$ cat src/rtl/conv_mac_engine_if.sv
// Handshake bundle between the window buffer, the MAC engine and the pixel writer.
// Input pair channel and result channel, each with its own valid/ready.
interface conv_mac_engine_if #(
  parameter int DATA_W = 8,
  parameter int K      = 3
);
  localparam int N     = K * K;
  localparam int ACC_W = 2 * DATA_W + $clog2(N);

  logic                  in_valid;
  logic                  in_ready;
  logic [N*DATA_W-1:0]   scope;
  logic [N*DATA_W-1:0]   kernel;
  logic                  out_valid;
  logic                  out_ready;
  logic [ACC_W-1:0]      result;

  modport master (
    output in_valid, scope, kernel, out_ready,
    input  in_ready, out_valid, result
  );

  modport slave (
    input  in_valid, scope, kernel, out_ready,
    output in_ready, out_valid, result
  );
endinterface

$ cat src/rtl/conv_mac_engine.sv
// Sequential KxK dot-product engine: one tap per clock, result valid N edges after accept.
// Result is held while out_ready is low; a new pair is only taken in IDLE or on the consuming edge.
module conv_mac_engine #(
  parameter int DATA_W = 8,
  parameter int K      = 3,
  parameter int SIGNED = 0
) (
  input  logic                  clk,
  input  logic                  rst,
  conv_mac_engine_if.slave      bus,
  output logic                  busy
);
  localparam int N     = K * K;
  localparam int IDX_W = (N > 1) ? $clog2(N) : 1;
  localparam int ACC_W = 2 * DATA_W + $clog2(N);
  localparam int PW    = 2 * DATA_W;

  typedef enum logic [1:0] {IDLE, ACCUM, DONE} state_t;

  state_t                state, state_d;
  logic [IDX_W-1:0]      idx;
  logic [N*DATA_W-1:0]   scope_q, kernel_q;
  logic [ACC_W-1:0]      acc, acc_sum, result_q, prod_ext;
  logic [DATA_W-1:0]     tap_s, tap_k;
  logic [PW-1:0]         prod_u;
  logic signed [PW-1:0]  prod_s;
  logic                  accept, last_tap;

  assign bus.in_ready  = (state == IDLE) || (state == DONE && bus.out_ready);
  assign bus.out_valid = (state == DONE);
  assign bus.result    = result_q;
  assign busy          = (state == ACCUM);

  assign accept   = bus.in_valid && bus.in_ready;
  assign last_tap = (idx == IDX_W'(N - 1));

  assign tap_s = scope_q[int'(idx)*DATA_W +: DATA_W];
  assign tap_k = kernel_q[int'(idx)*DATA_W +: DATA_W];

  // Operands are widened to the product width first so the multiply never truncates.
  always_comb begin
    prod_u = {{DATA_W{1'b0}}, tap_s} * {{DATA_W{1'b0}}, tap_k};
    prod_s = $signed({{DATA_W{tap_s[DATA_W-1]}}, tap_s}) *
             $signed({{DATA_W{tap_k[DATA_W-1]}}, tap_k});
    if (SIGNED != 0) prod_ext = ACC_W'(prod_s);
    else             prod_ext = ACC_W'(prod_u);
    acc_sum = acc + prod_ext;
  end

  always_comb begin
    state_d = state;
    case (state)
      IDLE:    if (bus.in_valid) state_d = ACCUM;
      ACCUM:   if (last_tap) state_d = DONE;
      DONE:    if (bus.out_ready) state_d = bus.in_valid ? ACCUM : IDLE;
      default: state_d = IDLE;
    endcase
  end

  always_ff @(posedge clk or negedge rst) begin
    if (!rst) state <= IDLE;
    else      state <= state_d;
  end

  always_ff @(posedge clk or negedge rst) begin
    if (!rst) begin
      idx      <= '0;
      acc      <= '0;
      result_q <= '0;
      scope_q  <= '0;
      kernel_q <= '0;
    end else if (accept) begin
      scope_q  <= bus.scope;
      kernel_q <= bus.kernel;
      acc      <= '0;
      idx      <= '0;
    end else if (state == ACCUM) begin
      acc <= acc_sum;
      if (last_tap) begin
        result_q <= acc_sum;
        idx      <= '0;
      end else begin
        idx <= idx + IDX_W'(1);
      end
    end
  end
endmodule

$ cat src/flat_wrapper.sv
// flat-port wrapper written by rule: the top's interface ports become plain ports
module conv_mac_engine_flat 
#(
  parameter int DATA_W = 8,
  parameter int K      = 3,
  parameter int SIGNED = 0
)
  (clk, rst, busy, bus_in_valid, bus_scope, bus_kernel, bus_out_ready, bus_in_ready, bus_out_valid, bus_result);
  conv_mac_engine_if #(.DATA_W(DATA_W), .K(K)) bus_i ();
  input  logic clk;
  input  logic rst;
  output logic busy;
  input wire logic [$bits(bus_i.in_valid)-1:0] bus_in_valid;
  input wire logic [$bits(bus_i.scope)-1:0] bus_scope;
  input wire logic [$bits(bus_i.kernel)-1:0] bus_kernel;
  input wire logic [$bits(bus_i.out_ready)-1:0] bus_out_ready;
  output wire logic [$bits(bus_i.in_ready)-1:0] bus_in_ready;
  output wire logic [$bits(bus_i.out_valid)-1:0] bus_out_valid;
  output wire logic [$bits(bus_i.result)-1:0] bus_result;
  assign bus_i.in_valid = bus_in_valid;
  assign bus_i.scope = bus_scope;
  assign bus_i.kernel = bus_kernel;
  assign bus_i.out_ready = bus_out_ready;
  assign bus_in_ready = bus_i.in_ready;
  assign bus_out_valid = bus_i.out_valid;
  assign bus_result = bus_i.result;
  conv_mac_engine #(.DATA_W(DATA_W), .K(K), .SIGNED(SIGNED)) u_core (.clk(clk), .rst(rst), .bus(bus_i), .busy(busy));
endmodule
$ cat config.mk
export PLATFORM = sky130hd
export DESIGN_NAME = conv_mac_engine_flat
export DESIGN_NICKNAME = d
export VERILOG_FILES = /design/src/rtl/conv_mac_engine_if.sv /design/src/rtl/conv_mac_engine.sv /design/src/flat_wrapper.sv
export SDC_FILE = /design/constraint.sdc
export NUM_CORES = 1
export LEC_CHECK = 0
export ABC_AREA = 1
export CAP_MARGIN = 20
export CELL_PAD_IN_SITES_DETAIL_PLACEMENT = 1
export CELL_PAD_IN_SITES_GLOBAL_PLACEMENT = 1
export CORE_MARGIN = 2
export CORE_UTILIZATION = 46
export CTS_CLUSTER_SIZE = 14
export DETAILED_ROUTE_END_ITERATION = 16
export PLACE_DENSITY = 0.95
export SKIP_LAST_GASP = 1
export SYNTH_ARGS = -nofsm -noshare
export SYNTH_HDL_FRONTEND = slang
export SYNTH_SLANG_ARGS = --single-unit
$ cat constraint.sdc
create_clock -name clk -period 7.4 [get_ports clk]
set_input_delay 0.74 -clock clk [delete_from_list [all_inputs] [get_ports clk]]
set_output_delay 0.74 -clock clk [all_outputs]
set_load 0.01 [all_outputs]
==> parameters.txt <==
Parameter                              Value

Floorplan
  Num rows ... 58
  Starting Density ... 0.465
  Number of I/O pins ... 171
  Die Span X ... 163 um
  Core Area ... 25000 um^2
  Die area ... 26600 um^2
  Die Y-Extent ... 163 um

Drt
  Post-detailed-route DRC marker count ... 0
  Final ANT Viol Nets ... 0
  Number of vias in the routed layout ... 9439
  Post-detailed-route via-to-cell ratio ... 5.49
  Detailed Route Iter0 Violations ... 623
  Iteration count of the initial detailed-routing pass ... 4
  Wire length after detailed routing ... 38200 um
  Drt wl/cell ... 22.2 um

Finish
  FF+latch area ... 4760 um^2
  Area Overhead vs Synth ... 21.2%
  Antenna diode count ... 0
  Fraction of layout cells with a size suffix above 1 ... 0.163
  Number of filler cells placed in the layout ... 2803
  Total area of multi-input combinational cells ... 5810 um^2
  Net total in the final layout ... 1618
  Area of all placed cells without fillers ... 14100 um^2

Logic synthesis
  Combinational family with the most area after synthesis ... simple AND/OR/NAND/NOR gates
  Post-Syn Area per Cell ... 9.46 um^2
  Adder-cell share of the synthesized area ... 0.132
  Synthesized net count ... 1471
  Portion of netlist area occupied by mux cells ... 0.139
  Synthesized cell area ... 11600 um^2
  Number of flip-flops and latches in the synthesized netlist ... 190
  Post-synth cell types ... 32
  Sequential cell area fraction in the yosys report ... 0.409
  Post-synthesis simple-gate area fraction ... 0.167
  Most area-consuming cells after synthesis ... sky130_fd_sc_hd__dfrtp_1 (41%), sky130_fd_sc_hd__mux2_2 (14%), sky130_fd_sc_hd__fa_1 (8.6%)
  Synth Area in Compound Gates ... 0.0552
  Synth warnings ... 0
  Post-synthesis share of cell area spent on xor and xnor gates ... 0.00527
  Fraction of post-synthesis cell area in the top cell type by area ... 0.409
  Cell accounting for the most synthesized area ... sky130_fd_sc_hd__dfrtp_1
  Mapped Cells ... 1230

STA
  Period utilisation layout ... 0.833
  Endpoints failing hold ... 0
  Measured slew at the worst slew-check pin ... 1.12 ns
  Tightest slew margin relative to the limit ... 0.252
  Worst-case setup margin in the final layout ... 1.24 ns
  Setup_tns ... 0 ns
  Worst Clk Skew ... 0.0198 ns
  Max Fclk ... 162 MHz
  Final min period ... 6.16 ns
  Final-report setup violation count ... 0
  Setup repair after global routing missed its margin ... no
  Final Max Tran Viols ... 0

Global route
  Via count of the first global-routing pass ... 10.6k
  Maximum number of pins on one net before global-route repair ... 113
  Global-route wire length before repair ... 59300 um
  Antenna violations before repair ... 0
  Final global-route overflow total ... 0
  Global router's overall resource usage ... 0.297

Worst setup path
  Max incr delay on CP ... 0.79 ns
  Critical path's slowest cell ... sky130_fd_sc_hd__dfrtp_1
  End of the worst register-to-register path ... u_core.bus.result[11]$_DFFE_PN0P_
  Category of the worst setup path capture point ... flop
  Crit Reg-Reg Startpoint ... u_core.idx[2]$_DFFE_PN0P_
  Worst reg-to-reg path cell count ... 20
  Type of the worst setup path ... reg -> reg
  Worst Setup Start Kind ... flop
  Data arrival time of the worst path ... 6.51 ns
  Ordered list of cells on the worst path ... clkinv_1 -> o211ai_1 -> nand3_1 -> nand2_2 -> nand2_1 -> inv_1 -> fa_1 -> fa_1 -> fa_1 -> inv_1 -> fa_1 -> inv_1 -> ha_1 -> nand2_1 -> inv_1 -> a21oi_1 -> nand2_1 -> or2_2 -> nand3_1 -> nand2_1
  Category of cells accounting for the largest share of critical-path delay ... adder cells
  Required time worst endpoint ... 7.75 ns
  Worst path buffer plus inverter count ... 5
  Setup slack on the worst flop-to-flop path ... 1.24 ns
  Maximum fanout along the worst path ... 20

CTS
  Post-cts gate resize count ... 0
  Count of hold buffers inserted by post-cts repair ... 0
  Clock sinks ... 190
  Clock root buffer ... sky130_fd_sc_hd__clkbuf_16
  Number of clock buffers inserted by TritonCTS ... 17
  TritonCTS clock tree ... built
  Clock tree buffer depth ... 2
  Clock H-tree levels ... 4
  Clock-pin slew reported for the worst setup and hold paths after clock tree synthesis ... 0.09 ns
  Number of buffers inserted by post-CTS setup repair ... 0
  Clock insertion delay at the later pin of the skew report ... 0.46 ns

Run status
  Outcome ... finished, final reports clean

Placed design
  Half-perimeter wire length of the detailed placement result ... 26800 um
  Port buffer count ... 170
  Pre-CTS setup slack ... 1.46 ns
  Routability congestion estimate ... 0.899
  Area after detailed placement ... 13400 um^2

Worst hold path
  Hold crit path type ... in -> async

Job
  Max_cap viols ... 0
[stage by stage]
step                      instances  hold slack [ns]  utilization
after floorplan                1230            0.444            -
after global placement         1686            0.467        0.536
after detailed placement       1686            0.470        0.536
after CTS                      1718            0.463        0.561
after global routing           1720            0.481        0.563
final                          1720            0.404        0.563
[registers in the layout, indices dropped and copies added, names as in the netlist]
name and cells:
u_core.bus.result 20, u_core.scope_q 72, u_core.kernel_q 72, u_core.state 2, u_core.acc 20, u_core.idx 4
[routing by layer]
layer	GRT usage	vias to the layer above	routed length, um
met2	0.503	362	18900
li1	-	4186	-
met1	0.374	4777	15600
met5	0	-	0
met4	0.134	0	1680
met3	0.0500	114	1890
[area by class of cell]
| type | count | area share |
|---|---|---|
| multi-input combinational | 803 | 0.412 |
| timing repair buffer | 178 | 0.127 |
| clock buffer | 17 | 0.0302 |
| tap | 330 | 0.0293 |
| sequential | 190 | 0.337 |
| inverter | 187 | 0.0498 |
| clock inverter | 15 | 0.0142 |
[cells in the final DEF, fill, tap and decap left out, types with 6 or more instances in the layout]
| cell | count |
|---|---|
| sky130_fd_sc_hd__a21oi_1 | 9 |
| sky130_fd_sc_hd__mux2_2 | 144 |
| sky130_fd_sc_hd__clkdlybuf4s50_1 | 169 |
| sky130_fd_sc_hd__nand3_1 | 54 |
| sky130_fd_sc_hd__dfrtp_1 | 189 |
| sky130_fd_sc_hd__fa_1 | 50 |
| sky130_fd_sc_hd__clkbuf_16 | 17 |
| sky130_fd_sc_hd__nand2_2 | 6 |
| sky130_fd_sc_hd__o21ai_1 | 24 |
| sky130_fd_sc_hd__buf_4 | 6 |
| sky130_fd_sc_hd__o211ai_1 | 10 |
| sky130_fd_sc_hd__nand2_4 | 11 |
| sky130_fd_sc_hd__o22ai_1 | 9 |
| sky130_fd_sc_hd__nand3_2 | 10 |
| sky130_fd_sc_hd__o21ai_0 | 54 |
| sky130_fd_sc_hd__nor2_1 | 123 |
| sky130_fd_sc_hd__o211ai_2 | 6 |
| sky130_fd_sc_hd__inv_1 | 183 |
| sky130_fd_sc_hd__nand2_1 | 232 |
| sky130_fd_sc_hd__ha_1 | 43 |
[worst max path at each step]
stage	slack, ns	endpoint	cells after the start	startpoint
after CTS	1.34	u_core.bus.result[17]$_DFFE_PN0P_	22	u_core.idx[2]$_DFFE_PN0P_
final	1.24	u_core.bus.result[11]$_DFFE_PN0P_	20	u_core.idx[2]$_DFFE_PN0P_
after global placement	1.70	u_core.acc[9]$_DFFE_PN0P_	21	u_core.idx[1]$_DFFE_PN0P_
after floorplan	2.66	u_core.acc[9]$_DFFE_PN0P_	20	u_core.idx[1]$_DFFE_PN0P_
after detailed placement	1.46	u_core.acc[9]$_DFFE_PN0P_	21	u_core.idx[2]$_DFFE_PN0P_
after global routing	0.97	u_core.bus.result[17]$_DFFE_PN0P_	22	u_core.idx[2]$_DFFE_PN0P_
[Yosys cell counts]
cell type and instances:
sky130_fd_sc_hd__o211ai_2 6, sky130_fd_sc_hd__nand2_4 10, sky130_fd_sc_hd__fa_1 50, sky130_fd_sc_hd__inv_1 183, sky130_fd_sc_hd__nand2_2 6, sky130_fd_sc_hd__o21ai_1 24, sky130_fd_sc_hd__nand2_1 233, sky130_fd_sc_hd__xnor2_1 3
sky130_fd_sc_hd__buf_8 2, sky130_fd_sc_hd__nor2_1 123, sky130_fd_sc_hd__inv_2 3, sky130_fd_sc_hd__o21ai_0 54, sky130_fd_sc_hd__o211ai_1 10, sky130_fd_sc_hd__clkbuf_1 6, sky130_fd_sc_hd__buf_1 1, sky130_fd_sc_hd__nand3_2 10
sky130_fd_sc_hd__or2_2 3, sky130_fd_sc_hd__nor3_1 4, sky130_fd_sc_hd__clkbuf_2 1, sky130_fd_sc_hd__buf_6 17, sky130_fd_sc_hd__mux2_2 144, sky130_fd_sc_hd__dfrtp_1 190, sky130_fd_sc_hd__buf_4 3, sky130_fd_sc_hd__buf_2 20
sky130_fd_sc_hd__o22ai_1 9, sky130_fd_sc_hd__xor2_1 4, sky130_fd_sc_hd__nand3b_1 3, sky130_fd_sc_hd__nor4_4 1, sky130_fd_sc_hd__a21oi_1 9, sky130_fd_sc_hd__nand3_1 54, sky130_fd_sc_hd__clkinv_1 1, sky130_fd_sc_hd__ha_1 43
[kinds of logic after synthesis]
logic type | count (synthesis)
AOI/OAI and AO/OA | 112
xor gates and xnor gates | 7
adders and majority gates | 93
buffers and inverters | 237
DFF | 190
muxes | 144
and+or+nand+nor | 447
Power is not shown: default switching activity piles up to over one toggle a cycle in this logic, so the estimate is an artifact.
